### src/rtl/g31_sha256_pkg.sv
// Shared constants, register addresses, FSM encodings and SHA-256 bit functions
// used by the g31 Avalon-MM SHA-256 core.
package g31_sha256_pkg;

  localparam logic [31:0] IV [8] = '{
    32'h6a09e667, 32'hbb67ae85, 32'h3c6ef372, 32'ha54ff53a,
    32'h510e527f, 32'h9b05688c, 32'h1f83d9ab, 32'h5be0cd19
  };

  localparam logic [31:0] K [64] = '{
    32'h428a2f98, 32'h71374491, 32'hb5c0fbcf, 32'he9b5dba5,
    32'h3956c25b, 32'h59f111f1, 32'h923f82a4, 32'hab1c5ed5,
    32'hd807aa98, 32'h12835b01, 32'h243185be, 32'h550c7dc3,
    32'h72be5d74, 32'h80deb1fe, 32'h9bdc06a7, 32'hc19bf174,
    32'he49b69c1, 32'hefbe4786, 32'h0fc19dc6, 32'h240ca1cc,
    32'h2de92c6f, 32'h4a7484aa, 32'h5cb0a9dc, 32'h76f988da,
    32'h983e5152, 32'ha831c66d, 32'hb00327c8, 32'hbf597fc7,
    32'hc6e00bf3, 32'hd5a79147, 32'h06ca6351, 32'h14292967,
    32'h27b70a85, 32'h2e1b2138, 32'h4d2c6dfc, 32'h53380d13,
    32'h650a7354, 32'h766a0abb, 32'h81c2c92e, 32'h92722c85,
    32'ha2bfe8a1, 32'ha81a664b, 32'hc24b8b70, 32'hc76c51a3,
    32'hd192e819, 32'hd6990624, 32'hf40e3585, 32'h106aa070,
    32'h19a4c116, 32'h1e376c08, 32'h2748774c, 32'h34b0bcb5,
    32'h391c0cb3, 32'h4ed8aa4a, 32'h5b9cca4f, 32'h682e6ff3,
    32'h748f82ee, 32'h78a5636f, 32'h84c87814, 32'h8cc70208,
    32'h90befffa, 32'ha4506ceb, 32'hbef9a3f7, 32'hc67178f2
  };

  localparam logic [4:0] ADDR_CTRL   = 5'h10;
  localparam logic [4:0] ADDR_STATUS = 5'h11;

  localparam logic [1:0] ST_IDLE  = 2'd0;
  localparam logic [1:0] ST_LOAD  = 2'd1;
  localparam logic [1:0] ST_ROUND = 2'd2;
  localparam logic [1:0] ST_FINAL = 2'd3;

  function automatic logic [31:0] rotr(input logic [31:0] x, input int unsigned n);
    return (x >> n) | (x << (32 - n));
  endfunction

  function automatic logic [31:0] ch(input logic [31:0] x, y, z);
    return (x & y) ^ (~x & z);
  endfunction

  function automatic logic [31:0] maj(input logic [31:0] x, y, z);
    return (x & y) ^ (x & z) ^ (y & z);
  endfunction

  function automatic logic [31:0] big_sigma0(input logic [31:0] x);
    return rotr(x, 2) ^ rotr(x, 13) ^ rotr(x, 22);
  endfunction

  function automatic logic [31:0] big_sigma1(input logic [31:0] x);
    return rotr(x, 6) ^ rotr(x, 11) ^ rotr(x, 25);
  endfunction

  function automatic logic [31:0] small_sigma0(input logic [31:0] x);
    return rotr(x, 7) ^ rotr(x, 18) ^ (x >> 3);
  endfunction

  function automatic logic [31:0] small_sigma1(input logic [31:0] x);
    return rotr(x, 17) ^ rotr(x, 19) ^ (x >> 10);
  endfunction

endpackage

### src/rtl/g31_sha256_round.sv
// Combinational SHA-256 compression round. Index 0 of the working-variable
// vector is 'a', index 7 is 'h'.
module g31_sha256_round
  import g31_sha256_pkg::*;
(
  input  logic [7:0][31:0] i_abcdefgh,
  input  logic [31:0]      i_w,
  input  logic [31:0]      i_k,
  output logic [7:0][31:0] o_abcdefgh
);

  logic [31:0] w_t1;
  logic [31:0] w_t2;

  assign w_t1 = i_abcdefgh[7] + big_sigma1(i_abcdefgh[4])
              + ch(i_abcdefgh[4], i_abcdefgh[5], i_abcdefgh[6]) + i_k + i_w;
  assign w_t2 = big_sigma0(i_abcdefgh[0]) + maj(i_abcdefgh[0], i_abcdefgh[1], i_abcdefgh[2]);

  always_comb begin
    o_abcdefgh[0] = w_t1 + w_t2;
    o_abcdefgh[1] = i_abcdefgh[0];
    o_abcdefgh[2] = i_abcdefgh[1];
    o_abcdefgh[3] = i_abcdefgh[2];
    o_abcdefgh[4] = i_abcdefgh[3] + w_t1;
    o_abcdefgh[5] = i_abcdefgh[4];
    o_abcdefgh[6] = i_abcdefgh[5];
    o_abcdefgh[7] = i_abcdefgh[6];
  end

endmodule

### src/rtl/g31_sha256_avs_core.sv
// Avalon-MM slave SHA-256 block engine: register file, message schedule,
// round counter and control FSM; one compression round per clock.
module g31_sha256_avs_core
  import g31_sha256_pkg::*;
#(
  parameter int unsigned ADDR_W = 5,
  parameter bit          IRQ_EN = 1'b1
) (
  input  logic              clk_clk,
  input  logic              reset_reset_n,
  input  logic [ADDR_W-1:0] avs_address,
  input  logic              avs_chipselect,
  input  logic              avs_read,
  input  logic              avs_write,
  input  logic [31:0]       avs_writedata,
  output logic [31:0]       avs_readdata,
  output logic              irq,
  output logic              busy
);

  logic [31:0]      r_msg   [16];
  logic [31:0]      r_h     [8];
  logic [31:0]      r_sched [16];
  logic [7:0][31:0] r_wv;
  logic [5:0]       r_t;
  logic [1:0]       r_state;
  logic             r_done;
  logic             r_ie;
  logic             r_irq;
  logic [31:0]      r_rdata;

  logic [4:0]       w_addr;
  logic             w_hi_ok;
  logic             w_wr;
  logic             w_rd;
  logic             w_busy;
  logic             w_start;
  logic [31:0]      w_rdata;
  logic [31:0]      w_w_new;
  logic [7:0][31:0] w_wv_next;

  assign w_addr  = avs_address[4:0];
  assign w_hi_ok = (avs_address >> 5) == '0;
  assign w_wr    = avs_chipselect & avs_write & w_hi_ok;
  // A simultaneous write takes priority, so the read register holds.
  assign w_rd    = avs_chipselect & avs_read & ~avs_write & w_hi_ok;
  assign w_busy  = (r_state != ST_IDLE);
  assign w_start = w_wr & (w_addr == ADDR_CTRL) & avs_writedata[0] & ~w_busy;

  assign w_w_new = small_sigma1(r_sched[14]) + r_sched[9]
                 + small_sigma0(r_sched[1]) + r_sched[0];

  g31_sha256_round u_round (
    .i_abcdefgh (r_wv),
    .i_w        (r_sched[0]),
    .i_k        (K[r_t]),
    .o_abcdefgh (w_wv_next)
  );

  always_comb begin
    w_rdata = '0;
    if (!w_addr[4]) begin
      w_rdata = r_msg[w_addr[3:0]];
    end else if (w_addr == ADDR_CTRL) begin
      w_rdata = {29'b0, r_ie, 2'b0};
    end else if (w_addr == ADDR_STATUS) begin
      w_rdata = {30'b0, r_done, w_busy};
    end else if (w_addr[4:3] == 2'b11) begin
      w_rdata = r_h[w_addr[2:0]];
    end
  end

  always_ff @(posedge clk_clk or negedge reset_reset_n) begin
    if (!reset_reset_n) begin
      for (int i = 0; i < 16; i++) begin
        r_msg[i]   <= '0;
        r_sched[i] <= '0;
      end
      for (int i = 0; i < 8; i++) begin
        r_h[i] <= IV[i];
      end
      r_wv    <= '0;
      r_t     <= '0;
      r_state <= ST_IDLE;
      r_done  <= 1'b0;
      r_ie    <= 1'b0;
      r_irq   <= 1'b0;
      r_rdata <= '0;
    end else begin
      r_irq <= IRQ_EN & r_ie & r_done;
      if (w_rd) begin
        r_rdata <= w_rdata;
      end
      if (w_wr && !w_addr[4] && !w_busy) begin
        r_msg[w_addr[3:0]] <= avs_writedata;
      end
      if (w_wr && w_addr == ADDR_CTRL) begin
        r_ie <= avs_writedata[2];
      end
      if ((w_wr && w_addr == ADDR_STATUS && avs_writedata[1]) || w_start) begin
        r_done <= 1'b0;
      end

      case (r_state)
        ST_IDLE: begin
          if (w_start) begin
            if (avs_writedata[1]) begin
              for (int i = 0; i < 8; i++) r_h[i] <= IV[i];
            end
            r_state <= ST_LOAD;
          end
        end
        ST_LOAD: begin
          for (int i = 0; i < 8; i++) r_wv[i] <= r_h[i];
          for (int i = 0; i < 16; i++) r_sched[i] <= r_msg[i];
          r_t     <= '0;
          r_state <= ST_ROUND;
        end
        ST_ROUND: begin
          r_wv <= w_wv_next;
          for (int i = 0; i < 15; i++) r_sched[i] <= r_sched[i+1];
          r_sched[15] <= w_w_new;
          r_t         <= r_t + 6'd1;
          if (r_t == 6'd63) begin
            r_state <= ST_FINAL;
          end
        end
        default: begin
          for (int i = 0; i < 8; i++) r_h[i] <= r_h[i] + r_wv[i];
          // Completion wins over a concurrent DONE-clear so no result is lost.
          r_done  <= 1'b1;
          r_state <= ST_IDLE;
        end
      endcase
    end
  end

  assign avs_readdata = r_rdata;
  assign irq          = r_irq;
  assign busy         = w_busy;

endmodule

### config.mk
export PLATFORM = sky130hd
export DESIGN_NAME = g31_sha256_avs_core
export DESIGN_NICKNAME = d
export VERILOG_FILES = /design/src/rtl/g31_sha256_pkg.sv /design/src/rtl/g31_sha256_round.sv /design/src/rtl/g31_sha256_avs_core.sv
export SDC_FILE = /design/constraint.sdc
export NUM_CORES = 2
export LEC_CHECK = 0
export BUFFER_PORTS_ARGS = -buffer_cell sky130_fd_sc_hd__clkbuf_2
export CAP_MARGIN = 10
export CORE_ASPECT_RATIO = 1.4
export CORE_MARGIN = 2
export CORE_UTILIZATION = 40
export DETAILED_ROUTE_END_ITERATION = 7
export GPL_TIMING_DRIVEN = 0
export SYNTH_ARGS = -nofsm -noshare
export SYNTH_HDL_FRONTEND = slang
export SYNTH_SLANG_ARGS = --single-unit
export TNS_END_PERCENT = 5
### constraint.sdc
create_clock -name clk_clk -period 16.4 [get_ports clk_clk]
set_clock_uncertainty 0.1 [all_clocks]
set_input_delay 2.46 -clock clk_clk [delete_from_list [all_inputs] [get_ports clk_clk]]
set_output_delay 2.46 -clock clk_clk [all_outputs]
set_load 0.01 [all_outputs]
==> summary.txt <==
Yosys
  • Yosys warns: 0
  • Number of flops mapped to enable cells by yosys: 0
  • Cell variety after synth: 86
  • Sequential-to-total area share from yosys stat: 0.4023
  • Mapped Avg Cell Area: 10.27 sq um
  • Post-synth top flop: dfrtp_1
  • Syn Inst Count: 9,604
  • Asr flop ratio synth: 1.000
  • Syn Nets: 10,240
  • Post-Syn Area: 0.09864 sq mm
  • Register bit total from synthesis: 1,579

Clock network
  • CTS Root Buffer Type: clkbuf_16
  • # Post-CTS Setup Buffers: 0
  • H-Tree Level Count: 4
  • Reg clk slew, reported paths: 0.06 ns
  • CTS tree: yes
  • Max Buffers Root-to-Sink: 4
  • CTS Hold Buffers Added: 0
  • CTS resizes: 0
  • CTS Sinks: 1,579
  • Clk Latency, worst-skew pair: 0.88 ns
  • Cts bufs inserted: 179

Run status
  • Status: finished, final reports clean

Timing
  • RSZ-0062 raised after global routing: no
  • Final period util: 0.7177
  • Worst-Margin Slew: 1.474 ns
  • Final Max Tran Viols: 0
  • Relative slew slack: 0.01704
  • Final setup viols: 0
  • Setup WS post-layout: 4.630 ns
  • Final hold violation count: 0
  • Hold Slack: 0.3827 ns
  • Max Fclk: 0.08496 GHz
  • Setup total negative slack: 0 ns
  • Min Tclk post-route: 11.77 ns

Worst setup path
  • CP max stage cell: o41ai_1
  • Slowest stage delay, CP: 0.88 ns
  • Crit path top cell by count: a21oi_1
  • WP data required: 17.01 ns
  • CP startpoint: r_t[1]
  • Worst Setup Start Kind: register
  • Crit-path max FO: 14
  • Worst reg-to-reg path cell count: 30
  • Kind of critical path: reg2reg
  • R2R Path End: r_wv[29]
  • Critical R2R Launch: r_t[1]
  • Arrival @ worst endpoint: 12.38 ns
  • Slack of the worst reg-to-reg path: 4.63 ns
  • Crit end category: register

Placement
  • Dpl ws: 5.015 ns
  • Detailed placement HPWL: 349.2 mm
  • Number of port buffers: 73
  • Placer Congestion: 1.084

Hold path
  • HP Start: r_h[192]
  • Hold Path Sink: r_h[192]
  • Hold Path Depth: 2
  • Worst Hold Class: reg2reg

Drt
  • Routed vias: 79,820
  • First drt pass iteration count: 8
  • Avg WL per Cell: 32.85 microns
  • Vias per cell: 5.994
  • DRC violations left: 0
  • DR iter-0 viols: 7,666
  • Antenna-violating nets left: 0
  • Routed wire length: 437.5 mm

Layout
  • Most frequent cells in the layout: 1,443 x dfrtp_1, 1,182 x a21oi_1, 1,066 x nor2_1
  • Synth-to-layout area growth: 11.90%
  • Most common cell after layout, fill and taps aside: dfrtp_1
  • Layout cells sized above 1: 0.1461
  • Nets: 10,550
  • Filler cell count: 23,090
  • Final core occ: 0.4504

Global routing
  • Vias in the first global route: 82,310
  • First-pass GRT wire length: 609.6 mm
  • Largest net degree at the start of global routing: 123
  • Initial antenna violation count: 24
  • GRT Total Usage: 0.3430
  • Global route overflow: 0

Die
  • Row count: 215
  • Num ports: 76
  • Core Area: 0.2451 sq mm
  • Starting Density: 0.4025
  • Chip Height: 591.6 microns
  • Die X: 423.7 microns
  • Die area: 0.2506 sq mm

Run
  • Max-Cap Viols: 0
-- logic make-up (layout without fill, tap and decap cells) --
group / count (synthesis) / after routing / synth area share
DFF: 1579 / 1579 / 0.4023
and+or+nand+nor: 1942 / 1942 / 0.08508
other: 0 / 7 / 0
buffers and inverters: 1085 / 1535 / 0.04150
adders and majority gates: 611 / 611 / 0.09181
AOI/OAI and AO/OA: 2280 / 2280 / 0.1360
muxes: 1552 / 1552 / 0.1939
xor gates and xnor gates: 555 / 555 / 0.04942
-- worst max-delay path, delay by kind of cell, from the launching register on --
kind	cells	cell delay, ns
AOI/OAI and AO/OA	16	5.01
buffers and inverters	5	2.38
adders and majority gates	5	2.27
and+or+nand+nor	2	0.74
xor gates and xnor gates	2	0.58
DFF	1	0.52
-- routing by layer --
metal	GRT usage	vias to the layer above	share of wire
met4	0.3271	8	0.12
met1	0.3650	40520	0.34
met2	0.5737	3448	0.48
met3	0.06082	1230	0.065
li1	-	34620	-
met5	0	-	0.00015
-- state kept, by name (all words and copies together), names as in the netlist --
name	count
r_msg	512
r_sched	512
r_h	256
r_wv	256
avs_readdata	32
r_t	6
r_state	2
irq	1
r_done	1
r_ie	1
-- synth_stat cells, drive strengths merged, types with 12 or more instances --
library cell / number / area (sq um)
o31ai: 32 / 240.2
a31o: 14 / 122.6
o22ai: 21 / 131.4
a21boi: 15 / 112.6
a311oi: 23 / 201.4
a22o: 12 / 105.1
a211oi: 70 / 535.5
or2: 23 / 143.9
xnor2: 331 / 2899
o41ai: 13 / 113.9
mux2i: 742 / 7427
a22oi: 33 / 247.7
maj3: 21 / 210.2
mux2: 581 / 6543
nand2b: 66 / 412.9
o21bai: 50 / 375.4
and3: 31 / 193.9
nor3: 72 / 360.4
nor2: 1066 / 4001
a31oi: 76 / 475.5
ha: 395 / 4942
o21a: 40 / 300.3
and2: 26 / 162.7
clkbuf: 515 / 1933
nor2b: 69 / 431.7
dfstp: 136 / 3573
nand3: 92 / 460.4
o311ai: 13 / 113.9
nand4: 32 / 200.2
buf: 132 / 516.7
o21ai: 376 / 1882
fa: 195 / 3904
mux4: 229 / 5157
o211ai: 31 / 237.7
nand2: 386 / 1449
inv: 434 / 1629
nor4: 17 / 106.4
xor2: 223 / 1953
dfrtp: 1443 / 36110
or3: 22 / 137.6
and4: 12 / 105.1
a21o: 166 / 1246
a21oi: 1182 / 5916
-- how the worst max path moves through the flow --
stage	endpoint	cells after the start	slack, ns
floorplan	r_wv[28]	32	8.85
global placement	r_msg[378]	1	-27.28
detailed placement	r_wv[28]	33	5.01
CTS	r_wv[28]	33	5.01
global route	r_wv[28]	33	4.24
finish	r_wv[29]	30	4.63
-- through the flow --
stage,cells,area [sq um]
3_5_place_dp,12990,104300
2_1_floorplan,9604,98640
5_1_grt,13310,110400
6_report,13320,110400
4_1_cts,13310,110300
3_3_place_gp,12930,103100
-- layout make-up --
class	instances	area, sq um	area share
clock buffers	247	5117	0.04637
repair buffers	134	1556	0.01410
diodes	7	17.52	0.0001587
well taps	3255	4073	0.03690
plain buffers	647	2486	0.02253
clock inverters	69	892.1	0.008083
inverters	438	1644	0.01490
multi-input cells	6940	54900	0.4974
flip-flops and latches	1579	39680	0.3595
Power is not shown: default switching activity piles up to over one toggle a cycle in this logic, so the estimate is an artifact.
